--- config.mk ---
export PLATFORM = sky130hd
export DESIGN_NAME = clic_sequencer
export DESIGN_NICKNAME = d
export VERILOG_FILES = /design/src/rtl/clic_sequencer.sv
export SDC_FILE = /design/constraint.sdc
export NUM_CORES = 1
export LEC_CHECK = 0
export BUFFER_PORTS_ARGS = -buffer_cell sky130_fd_sc_hd__clkbuf_2
export CORE_MARGIN = 2
export CORE_UTILIZATION = 40
export DETAILED_ROUTE_END_ITERATION = 6
export PLACE_DENSITY = 0.57
export REMOVE_ABC_BUFFERS = 1
export SLEW_MARGIN = 20
export SYNTH_ARGS = -nofsm -noshare
export SYNTH_HDL_FRONTEND = slang
export SYNTH_SLANG_ARGS = --single-unit
--- constraint.sdc ---
create_clock -name clk -period 8.1 [get_ports clk]
set_input_delay 2.025 -clock clk [delete_from_list [all_inputs] [get_ports clk]]
set_output_delay 2.025 -clock clk [all_outputs]
set_load 0.02 [all_outputs]
--- src/rtl/clic_sequencer.sv ---
// clic_sequencer: edge capture, source config, req/ack sequencer, threshold stack.
// Define CLIC_PREEMPT_EN to allow nested preemption up to DEPTH levels.
module clic_sequencer #(
    parameter int N_SRC  = 7,
    parameter int PRIO_W = 2,
    parameter int DEPTH  = 4
) (
    input  logic                       clk,
    input  logic                       rst,
    input  logic [N_SRC-1:0]           irq_i,
    input  logic                       cfg_we,
    input  logic [$clog2(N_SRC)-1:0]   cfg_idx,
    input  logic                       cfg_en,
    input  logic [PRIO_W-1:0]          cfg_prio,
    input  logic                       ack_i,
    input  logic                       done_i,
    output logic                       req_o,
    output logic [$clog2(N_SRC)-1:0]   req_id_o,
    output logic [PRIO_W-1:0]          req_prio_o,
    output logic [PRIO_W-1:0]          thr_o,
    output logic [$clog2(DEPTH+1)-1:0] nest_o,
    output logic                       err_o
);
    localparam int IW = $clog2(N_SRC);
    localparam int NW = $clog2(DEPTH + 1);
`ifdef CLIC_PREEMPT_EN
    localparam int SD = DEPTH;
`else
    localparam int SD = 1;
`endif

    typedef enum logic {IDLE, REQ} state_t;
    state_t state_q, state_d;

    logic [N_SRC-1:0]  irq_q, pend_q, pend_d, en_q;
    logic [PRIO_W-1:0] prio_q  [N_SRC];
    logic [PRIO_W-1:0] stack_q [SD];
    logic [PRIO_W-1:0] thr_q, top;
    logic [NW-1:0]     nest_q;
    logic              err_q;

    logic              found;
    logic [IW-1:0]     win_id;
    logic [PRIO_W-1:0] win_prio;
    logic              issue, ack_ok, pop, cfg_ok, err_set;

    // Scanning upward with >= lets the highest index win ties.
    always_comb begin
        found    = 1'b0;
        win_id   = '0;
        win_prio = '0;
        for (int i = 0; i < N_SRC; i++) begin
            if (pend_q[i] && en_q[i] && (prio_q[i] > thr_q) &&
                (!found || prio_q[i] >= win_prio)) begin
                found    = 1'b1;
                win_id   = IW'(i);
                win_prio = prio_q[i];
            end
        end
    end

    always_comb begin
        top = '0;
        for (int k = 0; k < SD; k++) begin
            if (nest_q == NW'(k + 1)) top = stack_q[k];
        end
    end

    assign ack_ok  = ack_i && (state_q == REQ);
    assign pop     = done_i && (nest_q != '0);
    assign cfg_ok  = {1'b0, cfg_idx} < (IW+1)'(N_SRC);
    assign issue   = (state_q == IDLE) && found && (nest_q < NW'(SD));
    assign err_set = (ack_i && !ack_ok) || (done_i && !pop) ||
                     (cfg_we && !cfg_ok);

    always_comb begin
        state_d = state_q;
        unique case (state_q)
            IDLE: if (issue) state_d = REQ;
            REQ:  if (ack_i) state_d = IDLE;
        endcase
    end

    // A fresh edge on the acked source wins over its clear.
    always_comb begin
        pend_d = pend_q;
        if (ack_ok) pend_d[req_id_o] = 1'b0;
        pend_d = pend_d | (irq_i & ~irq_q);
    end

    always_ff @(posedge clk) begin
        if (rst) state_q <= IDLE;
        else     state_q <= state_d;
    end

    always_ff @(posedge clk) begin
        if (rst) begin
            irq_q      <= '0;
            pend_q     <= '0;
            en_q       <= '0;
            thr_q      <= '0;
            nest_q     <= '0;
            err_q      <= 1'b0;
            req_id_o   <= '0;
            req_prio_o <= '0;
            for (int i = 0; i < N_SRC; i++) prio_q[i] <= '0;
            for (int k = 0; k < SD; k++) stack_q[k] <= '0;
        end else begin
            irq_q  <= irq_i;
            pend_q <= pend_d;
            if (cfg_we && cfg_ok) begin
                en_q[cfg_idx]   <= cfg_en;
                prio_q[cfg_idx] <= cfg_prio;
            end
            if (issue) begin
                req_id_o   <= win_id;
                req_prio_o <= win_prio;
            end
            if (err_set) err_q <= 1'b1;
            // With a same-cycle pop, the restored thr is re-pushed in place.
            if (ack_ok) begin
                thr_q <= req_prio_o;
                if (!pop) begin
                    for (int k = 0; k < SD; k++) begin
                        if (nest_q == NW'(k)) stack_q[k] <= thr_q;
                    end
                    nest_q <= nest_q + 1'b1;
                end
            end else if (pop) begin
                thr_q  <= top;
                nest_q <= nest_q - 1'b1;
            end
        end
    end

    assign req_o  = (state_q == REQ);
    assign thr_o  = thr_q;
    assign nest_o = nest_q;
    assign err_o  = err_q;

endmodule

==> flow_summary.toml <==
[status]
status = "finished clean"

[final_layout]
layout.nets = 422
multi_input_area_sq_mm = 0.00193
final_util_pct = 50.2
syn_to_final_growth_pct = 21.0
ff_latch_area_sq_mm = 0.00112
finalInstanceArea_sq_mm = 0.00364
diodes = 0
drive_gt1_share_pct = 25.9
nFillCells = 711

[timing]
final.setup_skew_ns = 0.00343
finalSetupViolations = 0
whs_ns = 0.461
fmax_mhz = 130
setup_tns_ns = 0
final_hold_viol_count = 0
slew-limit-headroom_pct = 62.3
rsz0062_at_grt = "yes"
period_needed_ns = 7.71
worst_pin_slew_ns = 0.561
fin_crit_sh_pct = 95.2
slew_violations = 0

[place]
gp_congestion = 0.840
port_buffers = 29
hpwl_um = 5420
placed_cell_area_sq_mm = 0.00329

[clocking]
cts_buffers = 5
cts_tree = "yes"
clkSinkCount = 49
worstSkewPairLatency_ns = 0.31
cts_hold_buf = 0
path_clk_slew_ns = 0.09
htreeDepth = 2
cts_buffer_depth = 2
cts-root-buf = "clkbuf_8"

[worst_setup_path]
criticalPathCategory = "flop to flop"
end_kind = "flop"
reg2regPathDepth = 42
r2r_end = "req_id_o[1]"
crit_required_ns = 8.29
r2r_setup_slack_ns = 0.39
crit_path_start_kind = "flop"
worstPathArrival_ns = 7.90
cp_slowest_stage_delay_ns = 0.47
rr_startpoint = "prio_q[0][1]"
crit_slowest_cell = "edfxtp_1"
worstPathMaxFanout = 6

[detailed_routing]
drc = 0
wl_um = 7510
drt_iter0_markers = 175
wire_per_inst_um = 15.9
vias = 2576
via_per_inst = 5.45
first_pass_iters = 4
ant_nets = 0

[pwr]
powerDensity_mw_per_mm2 = 159
ir_worst_vdd_mv = 0.0959
p_leak_nw = 1.52

[floorplan]
num_rows = 31
initial_core_util_pct = 41.5
fp.dieH_um = 90.8
dieWidth_um = 90.8
top_level_ports = 30
die_area_sq_mm = 0.00824
fp.coreArea_sq_mm = 0.00725

[logic_synthesis]
ys_seq_area_share_pct = 37.2
synthTopCellsByCount = "dfxtp_1, ha_1, a21oi_1, nand2_1, nor2_1"
syn_area_per_cell_sq_um = 9.23
ys_warn_count = 0
synth_area_sq_mm = 0.00301
synth_area_leaders = "dfxtp_1, edfxtp_1, ha_1"
synth_ff_type = "dfxtp_1"
async_reset_ff_share_pct = 0
synth_cell_types = 62
synth_most_common_cell = "dfxtp_1"
synth_edf_count = 14
syn-instance-count = 326
synth_top_area_share_pct = 23.3
yosys.area.top_type = "dfxtp_1"
synth-seq-cells = 49

[hold_path]
worstHoldEndpoint = "en_q[0]"
hold_path.class = "flop to flop"
min_path_cells = 2
hold_start = "en_q[0]"

[grt]
grt_overflow = 0
antenna_found_initial = 0
track_usage_pct = 18.2
grt_pass1_wl_um = 12100
grt_max_degree = 48
grt_pass1_vias = 2426

[job]
maxCapViolCount = 0
==> power breakdown <==
| part | switching (mW) | internal, mW | total, mW |
|---|---|---|---|
| combinational | 0.0786 | 0.0600 | 0.139 |
| clock | 0.0844 | 0.0694 | 0.154 |
| sequential | 0.0171 | 0.270 | 0.287 |
==> metal layers <==
metal  up-vias  global-route usage [%]  part of all wire [%]
met5         -                       0                     0
met4         0                    5.77                   2.0
met3        15                    2.34                   4.3
met2        54                    30.1                    48
met1      1212                    24.7                    46
li1       1295                       -                     -
==> cells by family (layout without fill, tap and decap cells) <==
| kind of cell | count (synthesis) | count (layout) | synth area share [%] |
|---|---|---|---|
| adder cells (fa/ha/maj) | 31 | 31 | 12.9 |
| multiplexers | 6 | 6 | 2.04 |
| XOR/XNOR | 3 | 3 | 0.873 |
| flip-flops | 49 | 49 | 37.2 |
| AO/OA/AOI/OAI | 89 | 89 | 21.0 |
| AND/OR/NAND/NOR | 123 | 123 | 22.6 |
| buffers and inverters | 25 | 73 | 3.37 |
==> metrics by stage <==
step	std cells	total power [mW]	setup WS, ns
6_report	473	0.579	0.388
5_1_grt	473	0.614	-0.115
4_1_cts	461	0.575	0.0308
3_3_place_gp	452	0.418	0.128
3_5_place_dp	452	0.423	0.0213
2_1_floorplan	316	0.380	-0.0778
==> worst max-delay path: cells and delay by family, from the launching register on <==
family | cells | cell delay (ns)
compound gates | 23 | 3.56
fa+ha+maj | 7 | 2.07
buf+inv | 2 | 0.28
flops | 1 | 0.47
simple gates | 10 | 1.20
==> area by class of cell <==
class                   instances  area share [%]
clock buffers                   6            2.27
clock inverters                 2           0.378
inverters                      15            1.55
multi-input cells             252            53.1
flip-flops and latches         49            30.8
well taps                      99            3.40
repair buffers                 50            8.52
==> cell usage in the layout, fill, tap and decap left out, drive strengths merged, types with 4 or more instances in the layout <==
cell and n:
o21ai 14, ha 31, o2111ai 5, nand3 6, edfxtp 14, o21a 6, nand2b 21, o2111a 4
a21o 5, nor2 25, mux2i 5, a21oi 27, inv 15, dfxtp 35, nand2 26, buf 21
nor3 4, clkbuf 35, nor2b 15, nand3b 4
==> flip-flops by register name, summed over array words and instances, names as in the netlist <==
signal      flops
prio_q         14
nest_o          3
req_id_o        3
en_q            7
req_prio_o      2
stack_q         2
req_o           1
thr_o           2
irq_q           7
err_o           1
pend_q          7
==> worst max-delay path by stage <==
| stage | startpoint | to | slack, ns | cells past startpoint |
|---|---|---|---|---|
| after floorplan | thr_o[1] | req_id_o[1] | -0.08 | 44 |
| after global placement | prio_q[0][1] | req_id_o[1] | 0.13 | 43 |
| after detailed placement | prio_q[0][1] | req_id_o[1] | 0.02 | 43 |
| after CTS | prio_q[0][1] | req_id_o[1] | 0.03 | 43 |
| after global routing | prio_q[0][1] | req_id_o[1] | -0.12 | 42 |
| final | prio_q[0][1] | req_id_o[1] | 0.39 | 42 |
==> what timing repair did <==
item	in CTS	in global routing
gates cloned	0	0
hold endpoints to repair	0	0
pin swaps	1	27
setup buffers	1	12
resized for setup	0	32
endpoints found under the setup margin	4	5
Note: power is estimated with default switching activity, not from simulation.
